==> config.mk <==
export PLATFORM = sky130hd
export DESIGN_NAME = mdu_issue_ctrl
export DESIGN_NICKNAME = d
export VERILOG_FILES = /design/src/rtl/mdu_issue_ctrl.sv
export SDC_FILE = /design/constraint.sdc
export NUM_CORES = 1
export LEC_CHECK = 0
export BUFFER_PORTS_ARGS = -buffer_cell sky130_fd_sc_hd__buf_2
export CORE_AREA = 2 2 94 96
export DETAILED_ROUTE_END_ITERATION = 7
export DIE_AREA = 0 0 96 98
export PLACE_DENSITY = 0.55
export SLEW_MARGIN = 20
export SYNTH_ARGS = -nofsm -noshare
export SYNTH_HDL_FRONTEND = slang
export SYNTH_SLANG_ARGS = --single-unit
==> constraint.sdc <==
create_clock -name clk -period 2.7 [get_ports clk]
set_input_delay 0.54 -clock clk [delete_from_list [all_inputs] [get_ports clk]]
set_output_delay 0.54 -clock clk [all_outputs]
set_load 0.005 [all_outputs]
==> src/rtl/mdu_issue_ctrl.sv <==
// mdu_issue_ctrl: E-stage front end for the multiply/divide unit.
// Decodes the E-stage MDU op, launches the MDU, and mirrors its occupancy
// with a latency FSM (IDLE/MUL/DIV plus a down-counter) so later MDU
// instructions stall until the unit is free.
//
// Optional feature: define MDU_CTRL_DIV0_GUARD_EN to suppress div/divu
// issue when the divisor (e_rt) is zero (no start, HI/LO untouched, no stall).
//
// Handshake: there is no valid/ready pair here. The MDU samples mdu_start
// and mdu_mod on the rising edge that ends the issue cycle. The hazard unit
// holds D/E for every cycle that stall is high. An instruction in E is
// consumed on the first cycle where stall is low.
module mdu_issue_ctrl #(
    parameter int MUL_CYCLES = 5,
    parameter int DIV_CYCLES = 10
) (
    input  logic        clk,
    input  logic        rst,
    input  logic        e_valid,
    input  logic [3:0]  e_op,
    input  logic [31:0] e_rs,
    input  logic [31:0] e_rt,
    input  logic        flush,
    input  logic [31:0] mdu_hi,
    input  logic [31:0] mdu_lo,
    output logic        mdu_start,
    output logic [2:0]  mdu_mod,
    output logic [31:0] mdu_d1,
    output logic [31:0] mdu_d2,
    output logic        stall,
    output logic        ctrl_busy,
    output logic [31:0] e_mdu_result,
    output logic [1:0]  dbg_state
);

    // MDU mode encodings shared with the MDU (define_file.v mdu_* values)
    localparam logic [2:0] MDU_MUL_SIGNED   = 3'd1;
    localparam logic [2:0] MDU_MUL_UNSIGNED = 3'd2;
    localparam logic [2:0] MDU_DIV_SIGNED   = 3'd3;
    localparam logic [2:0] MDU_DIV_UNSIGNED = 3'd4;
    localparam logic [2:0] MDU_MOVETO_HI    = 3'd5;
    localparam logic [2:0] MDU_MOVETO_LO    = 3'd6;

    localparam logic [3:0] OP_MULT  = 4'd1;
    localparam logic [3:0] OP_MULTU = 4'd2;
    localparam logic [3:0] OP_DIV   = 4'd3;
    localparam logic [3:0] OP_DIVU  = 4'd4;
    localparam logic [3:0] OP_MTHI  = 4'd5;
    localparam logic [3:0] OP_MTLO  = 4'd6;
    localparam logic [3:0] OP_MFHI  = 4'd7;
    localparam logic [3:0] OP_MFLO  = 4'd8;

    localparam logic [3:0] MUL_LOAD = 4'(MUL_CYCLES);
    localparam logic [3:0] DIV_LOAD = 4'(DIV_CYCLES);

    typedef enum logic [1:0] {
        IDLE = 2'd0,
        MUL  = 2'd1,
        DIV  = 2'd2
    } state_t;

    state_t     state, state_nxt;
    logic [3:0] cnt, cnt_nxt;
    logic       issue;
    logic       is_mdu_op;
    logic       div_blocked;

    assign issue     = e_valid & ~flush & ~rst & (state == IDLE);
    assign is_mdu_op = (e_op >= OP_MULT) && (e_op <= OP_MFLO);

`ifdef MDU_CTRL_DIV0_GUARD_EN
    assign div_blocked = (e_rt == 32'd0);
`else
    assign div_blocked = 1'b0;
`endif

    // Operands go straight through; the MDU only acts on them with start/moveto.
    assign mdu_d1    = e_rs;
    assign mdu_d2    = e_rt;
    assign stall     = ~rst & e_valid & is_mdu_op & (state != IDLE);
    assign ctrl_busy = ~rst & (state != IDLE);
    assign dbg_state = state;

    // HI/LO read-back mux for mfhi/mflo
    always_comb begin
        e_mdu_result = 32'd0;
        if (!rst) begin
            if (e_op == OP_MFHI)
                e_mdu_result = mdu_hi;
            else if (e_op == OP_MFLO)
                e_mdu_result = mdu_lo;
        end
    end

    // Next-state, counter and MDU launch decode
    always_comb begin
        state_nxt = state;
        cnt_nxt   = cnt;
        mdu_start = 1'b0;
        mdu_mod   = MDU_MUL_SIGNED;
        case (state)
            IDLE: begin
                if (issue) begin
                    case (e_op)
                        OP_MULT, OP_MULTU: begin
                            mdu_start = 1'b1;
                            mdu_mod   = (e_op == OP_MULT) ? MDU_MUL_SIGNED : MDU_MUL_UNSIGNED;
                            cnt_nxt   = MUL_LOAD;
                            state_nxt = MUL;
                        end
                        OP_DIV, OP_DIVU: begin
                            if (!div_blocked) begin
                                mdu_start = 1'b1;
                                mdu_mod   = (e_op == OP_DIV) ? MDU_DIV_SIGNED : MDU_DIV_UNSIGNED;
                                cnt_nxt   = DIV_LOAD;
                                state_nxt = DIV;
                            end
                        end
                        OP_MTHI: mdu_mod = MDU_MOVETO_HI;
                        OP_MTLO: mdu_mod = MDU_MOVETO_LO;
                        default: ;
                    endcase
                end
            end
            MUL, DIV: begin
                if (cnt == 4'd1) begin
                    state_nxt = IDLE;
                    cnt_nxt   = 4'd0;
                end else begin
                    cnt_nxt = cnt - 4'd1;
                end
            end
            default: begin
                state_nxt = IDLE;
                cnt_nxt   = 4'd0;
            end
        endcase
    end

    // State and occupancy counter registers
    always_ff @(posedge clk) begin
        if (rst) begin
            state <= IDLE;
            cnt   <= 4'd0;
        end else begin
            state <= state_nxt;
            cnt   <= cnt_nxt;
        end
    end

endmodule
==> impl_metrics.json <==
{
  "status": "finished, final reports clean",
  "routedWlPerCell_um": 13.7,
  "path_class": "input port to primary output",
  "holdPathEnd": "cnt[1]",
  "design.portCount": 240,
  "rsz0062_at_grt": "false",
  "min_from": "cnt[1]",
  "first_iter_violations": 41,
  "final_antenna_net_count": 0,
  "crit_chain": "buf_2 -> or4b_4 -> or2_2 -> or3_1 -> buf_2",
  "setup_tns_ns": 0,
  "yosys-top-cells-area": "buf_4, a22oi_1, nor2_1",
  "cp_slowest_cell": "or4b_4",
  "cts_max_level": 1,
  "num_rows": 34,
  "peakVddDrop_mv": 0.115,
  "timing.rr.start": "dbg_state[0]",
  "drive_above_1_share_pct": 50.0,
  "synth.avg_cell_area_um2": 6.80,
  "finalCritPeriodShare_pct": 94.3,
  "syn2layout_area_growth_pct": 17.6,
  "drt-total-wl_um": 4920,
  "drc": 0,
  "cts_buffer_depth": 2,
  "netlist_area_um2": 1420,
  "drt-pass1-iter-count": 4,
  "worstPathRequired_ns": 2.16,
  "grt_pass1_vias": 1473,
  "endpoint_kind": "primary output",
  "power.density_nw_per_um2": 294,
  "antenna_found_initial": 0,
  "tightest_slew_ns": 0.427,
  "worstPathMaxFanout": 6,
  "nNetsFinal": 394,
  "max-cap-violations": 0,
  "setup-violations-final": 0,
  "asyncSetResetFlopFracSynth_pct": 0,
  "syn_nets": 348,
  "cts_resized": 0,
  "avgViaCountPerCell": 4.38,
  "min_path_type": "flop to flop",
  "die_h_um": 98,
  "synth_edf_count": 0,
  "reg2regPathDepth": 5,
  "slew_headroom_pct": 71.5,
  "clk_pin_slew_worst_paths_ns": 0.03,
  "power.internal_mw": 0.315,
  "ctsHoldBuffers": 0,
  "combPwrFrac_pct": 49.1,
  "crit_arrival_ns": 2.01,
  "final-max-slew-violation-count": 0,
  "path_common_cell": "buf_2",
  "yosys_warnings": 0,
  "fp.coreArea_um2": 8470,
  "postCtsSetupBuffers": 0,
  "finalPower_mw": 0.489,
  "rr_endpoint": "dbg_state[1]",
  "synth_cell_type_count": 33,
  "power.switching_mw": 0.174,
  "pwr-share-clk_pct": 26.8,
  "cts_tree": "built",
  "synth_top_area_share_pct": 34.0,
  "reg2reg_slack_ns": 1.23,
  "p_seq_share_pct": 24.1,
  "vias": 1578,
  "slowest_delay_ns": 0.56,
  "power.share.switching_pct": 35.6,
  "clkLatencyLatePin_ns": 0.22,
  "min_path_cells": 2,
  "synthFlopType": "dfxtp_1",
  "cp-start-kind": "input port",
  "die_x_um": 96,
  "n_fill_cell": 985,
  "p_leak_nw": 0.854,
  "yosysTopAreaCell": "buf_4",
  "start_util_pct": 16.7,
  "fmax_mhz": 393,
  "ys_seq_area_share_pct": 8.49,
  "whs_ns": 0.478,
  "hold_violations": 0,
  "ys_seq_elements": 6,
  "cts_buffers": 3,
  "place.gp.congestion": 0.813,
  "grt_pass1_wl_um": 7130,
  "io_buffers": 111,
  "cts_sinks": 6,
  "grt_max_degree": 41,
  "fin_skew_ns": 0.00191,
  "grt_overflow": 0,
  "track_usage_pct": 9.42,
  "antennaDiodeCount": 0,
  "layout_min_cycle_time_ns": 2.55,
  "die-area_um2": 9410,
  "synth_cells": 208,
  "clockRootBuffer": "clkbuf_8",
  "hpwl_um": 4100
}
==> state kept, by name (all words and copies together), names as in the netlist <==
register,count
dbg_state,2
cnt,4
==> per-stage QoR <==
stage | utilization, % | std cells | instance area [um2] | setup WS, ns
after CTS | 19.7 | 360 | 1660 | 0.151
after global placement | 19.2 | 357 | 1620 | 0.167
after floorplan | - | 208 | 1420 | 0.408
after global routing | 19.7 | 360 | 1660 | 0.119
final | 19.7 | 360 | 1660 | 0.153
after detailed placement | 19.2 | 357 | 1620 | 0.154
==> synthesized netlist by cell type (2+ instances only) <==
library cell,count
buf_4,64
nor2_1,36
a22oi_1,32
clkbuf_1,11
inv_1,7
dfxtp_1,6
a21oi_1,5
nor3_1,5
o21ai_0,5
ha_1,4
nand2_1,4
and3_1,2
nand2b_1,2
nand3_1,2
nor2b_1,2
o211a_1,2
o21a_1,2
or3_1,2
==> worst max path at each step <==
stage                                   to     from  slack, ns  cells after the start
final                           mdu_mod[0]  e_op[3]       0.15                      5
after global routing            mdu_mod[0]  e_op[3]       0.12                      5
after CTS                       mdu_mod[0]  e_op[3]       0.15                      5
after detailed placement        mdu_mod[0]  e_op[3]       0.15                      5
after global placement          mdu_mod[0]  e_op[3]       0.17                      5
after floorplan           e_mdu_result[10]  e_op[1]       0.41                      6
==> worst max-delay path, delay by kind of cell <==
family	cells	cell delay, ns
buf+inv	2	0.27
simple gates	3	1.19
==> layer usage <==
metal  GRT usage, %  share of wire (%)
met1           11.9                 40
met2           14.4                 45
met4           4.84                5.1
met5              0                  0
met3           2.70                 10
==> power by group through the flow <==
| stage | sequential, mW | clock (mW) | combinational [mW] |
|---|---|---|---|
| after global routing | 0.119 | 0.141 | 0.274 |
| after CTS | 0.117 | 0.136 | 0.241 |
| after global placement | 0.118 | 0 | 0.235 |
| after detailed placement | 0.119 | 0 | 0.239 |
| after floorplan | 0.115 | 0 | 0.220 |
| final | 0.118 | 0.131 | 0.240 |
==> layout by cell type, fill, tap and decap left out, types with 5 or more instances in the layout <==
cell type,synthesis,layout
a22oi_1,32,32
buf_2,0,111
o21ai_0,5,5
nor2_1,36,36
buf_4,64,6
nor3_1,5,5
dfxtp_1,6,6
a21oi_1,5,5
inv_1,7,7
==> cell families after synthesis <==
group	after synthesis	share of synthesized area [%]
buffers and inverters	83	39.5
and+or+nand+nor	61	20.6
AOI/OAI and AO/OA	53	27.2
DFF	6	8.49
adders and majority gates	4	3.54
xor gates and xnor gates	1	0.619
==> final cells by class <==
class                      count  area [um2]  share of cell area [%]
timing repair buffer         117         601                    36.1
inverter                       7        26.3                    1.58
multi-input combinational    119         741                    44.5
clock buffer                   3        41.3                    2.48
sequential                     6         120                    7.22
tap                          108         135                    8.12
No activity file was read; power rests on OpenSTA's default activity.
